$ cat config.mk
export PLATFORM = sky130hd
export DESIGN_NAME = lab1_op_sequencer_flat
export DESIGN_NICKNAME = d
export VERILOG_FILES = /design/src/rtl/lab1_pkg.sv /design/src/rtl/lab1_op_sequencer_if.sv /design/src/rtl/lab1_res_buf.sv /design/src/rtl/lab1_op_sequencer.sv /design/src/flat_wrapper.sv
export SDC_FILE = /design/constraint.sdc
export NUM_CORES = 1
export LEC_CHECK = 0
export BUFFER_PORTS_ARGS = -buffer_cell sky130_fd_sc_hd__buf_2
export CORE_MARGIN = 10
export CORE_UTILIZATION = 43
export DETAILED_ROUTE_END_ITERATION = 6
export HOLD_SLACK_MARGIN = 0.06
export PLACE_DENSITY = 0.76
export SYNTH_ARGS = -nofsm -noshare
export SYNTH_HDL_FRONTEND = slang
export SYNTH_SLANG_ARGS = --single-unit
$ cat constraint.sdc
create_clock -name clk -period 1.9 [get_ports clk]
set_input_delay 0.19 -clock clk [delete_from_list [all_inputs] [get_ports clk]]
set_output_delay 0.19 -clock clk [all_outputs]
set_load 0.005 [all_outputs]
$ cat src/rtl/lab1_pkg.sv
// Shared constants and FSM state type for the Lab1 op sequencer.
// Optional feature macro used by this slice: LAB1_SEQ_SUM_EN.
package lab1_pkg;

    localparam int DATA_W  = 3;
    localparam int RES_W   = 8;
    localparam int NUM_OPS = 4;
    localparam int SEL_W   = $clog2(NUM_OPS);
    localparam int SUM_W   = RES_W + 2;

    typedef enum logic [1:0] {
        IDLE,
        SWEEP,
        DRAIN
    } state_t;

endpackage

$ cat src/rtl/lab1_op_sequencer_if.sv
// Operand, ALU and result bundle of the Lab1 op sequencer.
// res_sum exists only when LAB1_SEQ_SUM_EN is defined.
interface lab1_op_sequencer_if;
    import lab1_pkg::*;

    logic              in_valid;
    logic              in_ready;
    logic [DATA_W-1:0] in_x;
    logic [DATA_W-1:0] in_y;
    logic [DATA_W-1:0] alu_x;
    logic [DATA_W-1:0] alu_y;
    logic [SEL_W-1:0]  alu_sel;
    logic [RES_W-1:0]  alu_out;
    logic              res_valid;
    logic              res_ready;
    logic [SEL_W-1:0]  res_sel;
    logic [RES_W-1:0]  res_data;
    logic              res_last;
    logic              busy;
`ifdef LAB1_SEQ_SUM_EN
    logic [SUM_W-1:0]  res_sum;

    modport slave (
        input  in_valid, in_x, in_y,
        input  alu_out, res_ready,
        output in_ready, alu_x, alu_y, alu_sel,
        output res_valid, res_sel, res_data,
        output res_last, busy, res_sum
    );

    modport master (
        output in_valid, in_x, in_y,
        output alu_out, res_ready,
        input  in_ready, alu_x, alu_y, alu_sel,
        input  res_valid, res_sel, res_data,
        input  res_last, busy, res_sum
    );
`else
    modport slave (
        input  in_valid, in_x, in_y,
        input  alu_out, res_ready,
        output in_ready, alu_x, alu_y, alu_sel,
        output res_valid, res_sel, res_data,
        output res_last, busy
    );

    modport master (
        output in_valid, in_x, in_y,
        output alu_out, res_ready,
        input  in_ready, alu_x, alu_y, alu_sel,
        input  res_valid, res_sel, res_data,
        input  res_last, busy
    );
`endif

endinterface

$ cat src/rtl/lab1_res_buf.sv
// NUM_OPS x RES_W result store: one write port, async read,
// cleared by the asynchronous reset.
module lab1_res_buf
    import lab1_pkg::*;
(
    input  logic             clk,
    input  logic             rst_n,
    input  logic             wr_en,
    input  logic [SEL_W-1:0] wr_idx,
    input  logic [RES_W-1:0] wr_data,
    input  logic [SEL_W-1:0] rd_idx,
    output logic [RES_W-1:0] rd_data
);

    logic [RES_W-1:0] mem [NUM_OPS];

    always_ff @(posedge clk or negedge rst_n) begin
        if (!rst_n) begin
            for (int i = 0; i < NUM_OPS; i++) begin
                mem[i] <= '0;
            end
        end else if (wr_en) begin
            mem[wr_idx] <= wr_data;
        end
    end

    assign rd_data = mem[rd_idx];

endmodule

$ cat src/rtl/lab1_op_sequencer.sv
// Sweeps all ALU ops for one operand pair, then streams the results.
// Define LAB1_SEQ_SUM_EN to add the res_sum accumulator output.
module lab1_op_sequencer
    import lab1_pkg::*;
(
    input  logic clk,
    input  logic rst_n,
    lab1_op_sequencer_if.slave io
);

    state_t            state;
    state_t            state_n;
    logic [SEL_W-1:0]  cnt;
    logic [SEL_W-1:0]  cnt_n;
    logic              in_ready_q;
    logic [DATA_W-1:0] x_q;
    logic [DATA_W-1:0] y_q;
    logic              accept;
    logic              last_idx;
    logic              in_drain;
    logic [RES_W-1:0]  rd_data;

    assign last_idx = (cnt == SEL_W'(NUM_OPS - 1));
    assign in_drain = (state == DRAIN);
    assign accept   = (state == IDLE) && io.in_valid
                      && in_ready_q;

    // cnt is the sweep sel and then the drain index; it wraps to 0
    // on the last capture, so DRAIN starts at beat 0.
    always_comb begin
        state_n = state;
        cnt_n   = cnt;
        unique case (state)
            IDLE: begin
                if (accept) begin
                    state_n = SWEEP;
                    cnt_n   = '0;
                end
            end
            SWEEP: begin
                cnt_n = cnt + 1'b1;
                if (last_idx) state_n = DRAIN;
            end
            DRAIN: begin
                if (io.res_ready) begin
                    cnt_n = cnt + 1'b1;
                    if (last_idx) state_n = IDLE;
                end
            end
            default: begin
                state_n = IDLE;
                cnt_n   = '0;
            end
        endcase
    end

    always_ff @(posedge clk or negedge rst_n) begin
        if (!rst_n) begin
            state      <= IDLE;
            cnt        <= '0;
            in_ready_q <= 1'b0;
            x_q        <= '0;
            y_q        <= '0;
        end else begin
            state      <= state_n;
            cnt        <= cnt_n;
            in_ready_q <= (state_n == IDLE);
            if (accept) begin
                x_q <= io.in_x;
                y_q <= io.in_y;
            end
        end
    end

    lab1_res_buf u_buf (
        .clk     (clk),
        .rst_n   (rst_n),
        .wr_en   (state == SWEEP),
        .wr_idx  (cnt),
        .wr_data (io.alu_out),
        .rd_idx  (cnt),
        .rd_data (rd_data)
    );

    assign io.in_ready  = in_ready_q;
    assign io.alu_x     = x_q;
    assign io.alu_y     = y_q;
    assign io.alu_sel   = (state == SWEEP) ? cnt : '0;
    assign io.res_valid = in_drain;
    assign io.res_sel   = in_drain ? cnt : '0;
    assign io.res_data  = in_drain ? rd_data : '0;
    assign io.res_last  = in_drain && last_idx;
    assign io.busy      = (state != IDLE);

`ifdef LAB1_SEQ_SUM_EN
    logic [SUM_W-1:0] sum_q;

    always_ff @(posedge clk or negedge rst_n) begin
        if (!rst_n) begin
            sum_q <= '0;
        end else if (accept) begin
            sum_q <= '0;
        end else if (state == SWEEP) begin
            sum_q <= sum_q + SUM_W'(io.alu_out);
        end
    end

    assign io.res_sum = sum_q;
`endif

endmodule

$ cat src/flat_wrapper.sv
// flat-port wrapper written by rule: the top's interface ports become plain ports
module lab1_op_sequencer_flat import lab1_pkg::*;
  (clk, rst_n, io_in_valid, io_in_x, io_in_y, io_alu_out, io_res_ready, io_in_ready, io_alu_x, io_alu_y, io_alu_sel, io_res_valid, io_res_sel, io_res_data, io_res_last, io_busy);
  lab1_op_sequencer_if io_i ();
  input  logic clk;
  input  logic rst_n;
  input wire logic [$bits(io_i.in_valid)-1:0] io_in_valid;
  input wire logic [$bits(io_i.in_x)-1:0] io_in_x;
  input wire logic [$bits(io_i.in_y)-1:0] io_in_y;
  input wire logic [$bits(io_i.alu_out)-1:0] io_alu_out;
  input wire logic [$bits(io_i.res_ready)-1:0] io_res_ready;
  output wire logic [$bits(io_i.in_ready)-1:0] io_in_ready;
  output wire logic [$bits(io_i.alu_x)-1:0] io_alu_x;
  output wire logic [$bits(io_i.alu_y)-1:0] io_alu_y;
  output wire logic [$bits(io_i.alu_sel)-1:0] io_alu_sel;
  output wire logic [$bits(io_i.res_valid)-1:0] io_res_valid;
  output wire logic [$bits(io_i.res_sel)-1:0] io_res_sel;
  output wire logic [$bits(io_i.res_data)-1:0] io_res_data;
  output wire logic [$bits(io_i.res_last)-1:0] io_res_last;
  output wire logic [$bits(io_i.busy)-1:0] io_busy;
  assign io_i.in_valid = io_in_valid;
  assign io_i.in_x = io_in_x;
  assign io_i.in_y = io_in_y;
  assign io_i.alu_out = io_alu_out;
  assign io_i.res_ready = io_res_ready;
  assign io_in_ready = io_i.in_ready;
  assign io_alu_x = io_i.alu_x;
  assign io_alu_y = io_i.alu_y;
  assign io_alu_sel = io_i.alu_sel;
  assign io_res_valid = io_i.res_valid;
  assign io_res_sel = io_i.res_sel;
  assign io_res_data = io_i.res_data;
  assign io_res_last = io_i.res_last;
  assign io_busy = io_i.busy;
  lab1_op_sequencer u_core (.clk(clk), .rst_n(rst_n), .io(io_i));
endmodule
== Word-level counts from Yosys, hierarchy flattened ==
Index checks and enable logic that the tools add are counted.

* Add/sub/neg operators: 1
* Order comparisons: 2
* Equal/unequal tests: 5
* Muxes and demuxes: 17
* Bitwise logic cells: 1
* Reductions and logical operators: 8

{| class="wikitable"
|+ Operators with widths
! kind !! count
|-
| 32-bit bitwise mux || 1
|-
| 8-bit 2-to-1 mux || 4
|-
| 8-bit binary-select mux with 2-bit select || 1
|-
| 8-bit demux with 2-bit select || 1
|-
| 2-bit 2-to-1 mux || 8
|-
| 2-bit case mux with 3 select lines || 2
|-
| 2-bit equality test (second input constant) || 2
|-
| 1-bit logical AND || 4
|-
| 2-bit logical NOT || 2
|-
| 3-bit greater-or-equal comparator (second input constant) || 1
|-
| 3-bit by 1-bit less-than comparator with 1-bit output (second input constant) || 1
|-
| 2-bit NOT with 3-bit output || 1
|-
| 2-bit by 1-bit adder with 2-bit output (second input constant) || 1
|-
| 2-bit by 1-bit equality test with 1-bit output (second input constant) || 1
|-
| 2-bit by 1-bit inequality test with 1-bit output (second input constant) || 1
|-
| 2-bit inequality test (second input constant) || 1
|-
| 2-bit AND reduction || 1
|-
| 2-bit nonzero test || 1
|}

* Register bits after elaboration: 43
* Bits of input ports: 18
* Output and inout bits: 22

== Longest topological paths before layout ==
* Depth after elaboration: 6
* Gate-level depth with buffers: 6
* Depth with buffers taken out: 5

== Hierarchy ==
From an unflattened synthesis, not the netlist that was laid out.

* Cell total of the unflattened synthesis: 133
* Area total of the unflattened synthesis: 2024.4 µm²

{| class="wikitable"
|+ By module, submodules not included
! module !! times used !! cells an instance !! area an instance (µm²) !! seq. area each (µm²)
|-
| lab1_res_buf || 1 || 78 || 1401.3 || 800.8
|-
| lab1_op_sequencer || 1 || 55 || 623.1 || 275.3
|}

== Least setup slack after synthesis ==
No wires, ideal clock.

* Path type: flip-flop to flip-flop
* From: register u_core.cnt[0]
* To: register u_core.u_buf.mem[10] (netlist name)
* Arrival: 1388 ps
* Required time: 1775 ps
* Slack: 387 ps
* Cell stages (with the launch flop): 6
* Path buffers: 1
* Period minus slack after synthesis: 1513 ps
* Cells stage by stage: dfrtp_1 buf_6 inv_1 ha_1 nand2_1 mux2_2

* Word-level cells in the longest chain between the ends: 6
* Elaborated cells on any way between the ends: 7
* Those cells by class: order compare (2); mux (3); bitwise (1); reduce/logical (1)

{| class="wikitable"
|+ RTL lines
! what !! line !! RTL
|-
| from (decl) || lab1_op_sequencer.sv:13 || <nowiki>logic [SEL_W-1:0] cnt;</nowiki>
|-
| from (signal assigned) || lab1_op_sequencer.sv:66 || <nowiki>cnt <= cnt_n;</nowiki>
|-
| 2-bit NOT with 3-bit output (not written as such) * || lab1_res_buf.sv:23 || <nowiki>mem[wr_idx] <= wr_data;</nowiki>
|-
| 3-bit greater-or-equal comparator (not written as such) / 3-bit by 1-bit less-than comparator with 1-bit output (equally long branches) || lab1_res_buf.sv:23 ||
|-
| 1-bit logical AND (not written as such) || lab1_res_buf.sv:23 ||
|-
| 8-bit 2-to-1 mux (not written as such) || lab1_res_buf.sv:23 ||
|-
| 8-bit demux with 2-bit select * || lab1_res_buf.sv:23 ||
|-
| 32-bit bitwise mux * || lab1_res_buf.sv:23 ||
|-
| to (signal, indexed assignment) || lab1_res_buf.sv:23 ||
|-
| to (decl) || lab1_res_buf.sv:15 || <nowiki>logic [RES_W-1:0] mem [NUM_OPS];</nowiki>
|}

Mark *: on every way between the ends. The rest lies on a longest branch, timed or not.
A chain may end at the register's enable or synchronous reset.

== Worst setup path in the final report ==
* From: register u_core.cnt[0]
* To: output io_res_data[4]

* Word-level cells in the longest chain between the ends: 5

{| class="wikitable"
|+ RTL lines
! what !! line !! RTL
|-
| 2-bit NOT with 3-bit output (not written as such) || lab1_res_buf.sv:27 || <nowiki>assign rd_data = mem[rd_idx];</nowiki>
|-
| 8-bit binary-select mux with 2-bit select || lab1_res_buf.sv:27 ||
|-
| 8-bit 2-to-1 mux (not written as such) (2 in series) || lab1_res_buf.sv:27 ||
|-
| 8-bit 2-to-1 mux || lab1_op_sequencer.sv:91 || <nowiki>assign io.res_data = in_drain ? rd_data : '0;</nowiki>
|-
| to (decl) || flat_wrapper.sv:18 || <nowiki>output wire logic [$bits(io_i.res_data)-1:0] io_res_data;</nowiki>
|}

No other way between the ends. The select of a mux whose other input is x is not followed.

==> flow_metrics.py <==
metrics = {
    "run_status": {
        "status": "complete, no violations",
    },
    "routing": {
        "wl_per_cell_um": 17.4,
        "ant_nets": 0,
        "vias": 1289,
        "viasPerCell": 5.28,
        "drt_iter0_markers": 80,
        "drt_wl_total_mm": 4.24,
        "firstDrtPassIters": 4,
        "drc": 0,
    },
    "finish": {
        "seq_area_sq_um": 1080,
        "nNetsFinal": 215,
        "multi_input_area_sq_um": 933,
        "mostFrequentLayoutCells": "dfrtp_1 (42), mux2_2 (38), buf_2 (38)",
        "layout_commonest_cell": "dfrtp_1",
        "fin_area_sq_um": 2430,
        "antenna_cells": 0,
        "syn2layout_area_growth_pct": 18.8,
        "nFillCells": 401,
        "drive_above_1_share": 0.547,
    },
    "sta": {
        "finalWorstSetupSlack_ns": 0.0682,
        "post-route-min-period_ns": 1.83,
        "period_share": 0.964,
        "skew_ns": 0.00332,
        "maxSlewViolCount": 0,
        "report.final.hold_viol_count": 0,
        "whs_ns": 0.130,
        "max_clock_freq_mhz": 546,
        "tightest_slew_ns": 0.525,
        "relSlewSlack": 0.650,
        "finalSetupTns_ns": 0,
        "setup_viol_count_final": 0,
    },
    "global_routing": {
        "grt.busiest_layer": "met2",
        "grt_use_met1": 0.139,
        "use_met2": 0.177,
        "grt_max_degree": 44,
        "grt_pass1_vias": 1352,
        "track_usage": 0.112,
        "gr-total-overflow": 0,
        "grt_first_pass_wirelength_mm": 6.81,
        "antenna_found_initial": 0,
        "use_met3": 0.0346,
    },
    "synthesis": {
        "syn_area_per_cell_sq_um": 14.4,
        "ys_warn_count": 0,
        "netlist_area_sq_um": 2050,
        "synth_cells": 142,
        "ys_types": 23,
        "synth_seq_cells": 43,
        "synth_fp_nets": 168,
        "yosysSeqAreaShare": 0.525,
    },
    "worst_setup_path": {
        "r2r_start": "u_core.cnt[0]",
        "worst_setup_path_end_kind": "primary output",
        "critPathLaunchType": "register",
        "crit_chain": "buf_6 -> mux4_2 -> and2_4 -> buf_2",
        "r2r_slack_ns": 0.18,
        "cp_max_fo": 5,
        "arrival_ns": 1.64,
        "slowest_stage": "mux4_2",
        "worst-endpoint-required_ns": 1.71,
        "critical_path_class": "register to primary output",
        "crit_path_start": "u_core.cnt[0]",
        "r2r_end": "u_core.u_buf.mem[7]",
        "r2r_cells": 4,
        "endpoint": "io_res_data[4]",
        "cpPeakStageDelay_ns": 0.50,
    },
    "die": {
        "die_area_sq_um": 7930,
        "io_pins": 40,
        "initial_core_util": 0.440,
        "fp.dieW_um": 89.0,
        "coreArea_sq_um": 4660,
        "die_h_um": 89.0,
        "num_rows": 25,
    },
    "clock_network": {
        "root_buffer": "clkbuf_8",
        "clock-sinks": 43,
        "ctsHtreeMaxLevel": 2,
        "cts_buffers": 5,
        "clock_latency_ns": 0.29,
        "path_clk_slew_ns": 0.08,
        "clockBufferDepth": 2,
        "cts_tree": "done",
    },
    "pwr": {
        "leakage_nw": 1.14,
        "vdd_ir_drop_max_mv": 0.760,
        "power.density_nw_per_um2": 1550,
    },
    "hold_path": {
        "min_path_type": "input port to register",
    },
    "placement": {
        "gp_congestion": 0.789,
        "placed_area_sq_um": 2320,
        "portBuffers": 39,
        "dp_slack_ns": 0.170,
        "dp_hpwl_mm": 3.00,
    },
    "flow_run": {
        "max_cap_viol_count": 0,
    },
}
[final cells by class]
type,instances,share of cell area
Clock buffer,7,0.0313
Clock inverter,1,0.00206
Inverter,5,0.00771
Multi-Input combinational cell,89,0.383
Sequential cell,43,0.442
Tap cell,54,0.0277
Timing Repair Buffer,45,0.105
[worst max-delay path: cells and delay by family, from the launching register on]
kind | cells | cell delay, ns
buf+inv | 2 | 0.28
flops | 1 | 0.41
mux | 1 | 0.50
simple gates | 1 | 0.16
[cell usage after synthesis]
cell type / count / area share
buf_6: 1 / 0.0055
a221oi_1: 1 / 0.0043
and2_2: 2 / 0.0073
nor2_1: 3 / 0.0055
inv_1: 5 / 0.0092
mux2i_1: 2 / 0.0098
or3_1: 1 / 0.0031
ha_1: 8 / 0.049
clkbuf_1: 1 / 0.0018
nand2_1: 7 / 0.013
and3_1: 1 / 0.0031
a21o_1: 1 / 0.0037
nand2b_1: 1 / 0.0031
mux4_2: 7 / 0.077
a21boi_0: 1 / 0.0037
o21a_1: 1 / 0.0037
o221ai_1: 1 / 0.0043
and2_1: 12 / 0.037
mux4_1: 1 / 0.013
dfrtp_1: 43 / 0.53
buf_2: 3 / 0.0073
nor2b_1: 1 / 0.0031
mux2_2: 38 / 0.21
[layer usage]
layer  share of wire  up-vias
li1                -      595
met1            0.44      648
met2            0.47       41
met3           0.084        5
met4           0.011        0
met5               0        -
[how the worst min path moves through the flow]
stage                          start            endpoint  slack [ns]  depth (start not counted)
final                     io_in_y[0]  u_core.io.alu_y[0]        0.13                          2
after global placement         rst_n  u_core.io.alu_y[2]        0.30                          2
after CTS                 io_in_y[2]  u_core.io.alu_y[2]        0.12                          2
after detailed placement       rst_n  u_core.io.alu_x[1]        0.29                          2
after floorplan                rst_n       u_core.cnt[0]       -0.11                          0
after global routing      io_in_x[2]  u_core.io.alu_x[2]        0.13                          2
[registers in the layout (all words and copies together) (netlist names)]
signal and flops:
u_core.u_buf.mem 32, u_core.io.alu_x 3, u_core.io.alu_y 3, u_core.cnt 2, u_core.state 2, u_core.io.in_ready 1
[metrics by stage]
step / utilization / power (mW) / instances
after global routing: 0.522 / 4.08 / 244
after floorplan: - / 2.74 / 142
after global placement: 0.498 / 3.15 / 235
after CTS: 0.518 / 3.77 / 244
after detailed placement: 0.498 / 3.21 / 235
final: 0.522 / 3.78 / 244
[cell families (layout without fill, tap and decap cells)]
logic type	after synthesis	in the layout	share of synthesized area
buf+inv	10	58	0.0238
fa+ha+maj	8	8	0.0488
compound gates	5	5	0.0195
mux	48	48	0.308
flops	43	43	0.525
simple gates	28	28	0.0745
[where the power goes]
| part | leakage (nW) | internal [mW] | total, mW | switching [mW] |
|---|---|---|---|---|
| Sequential | 0.505 | 1.38 | 1.64 | 0.253 |
| Clock | 0.0422 | 0.258 | 0.548 | 0.290 |
| Combinational | 0.591 | 0.968 | 1.60 | 0.629 |
[what timing repair did]
| item | in CTS | in global routing |
|---|---|---|
| gates resized for setup | 1 | 9 |
| hold buffers | 1 | 0 |
| endpoints found under the setup margin | 1 | 7 |
| pin swaps | 0 | 5 |
| endpoints found under the hold margin | 43 | 0 |
| setup buffers | 0 | 0 |
No activity file was read; power rests on OpenSTA's default activity.
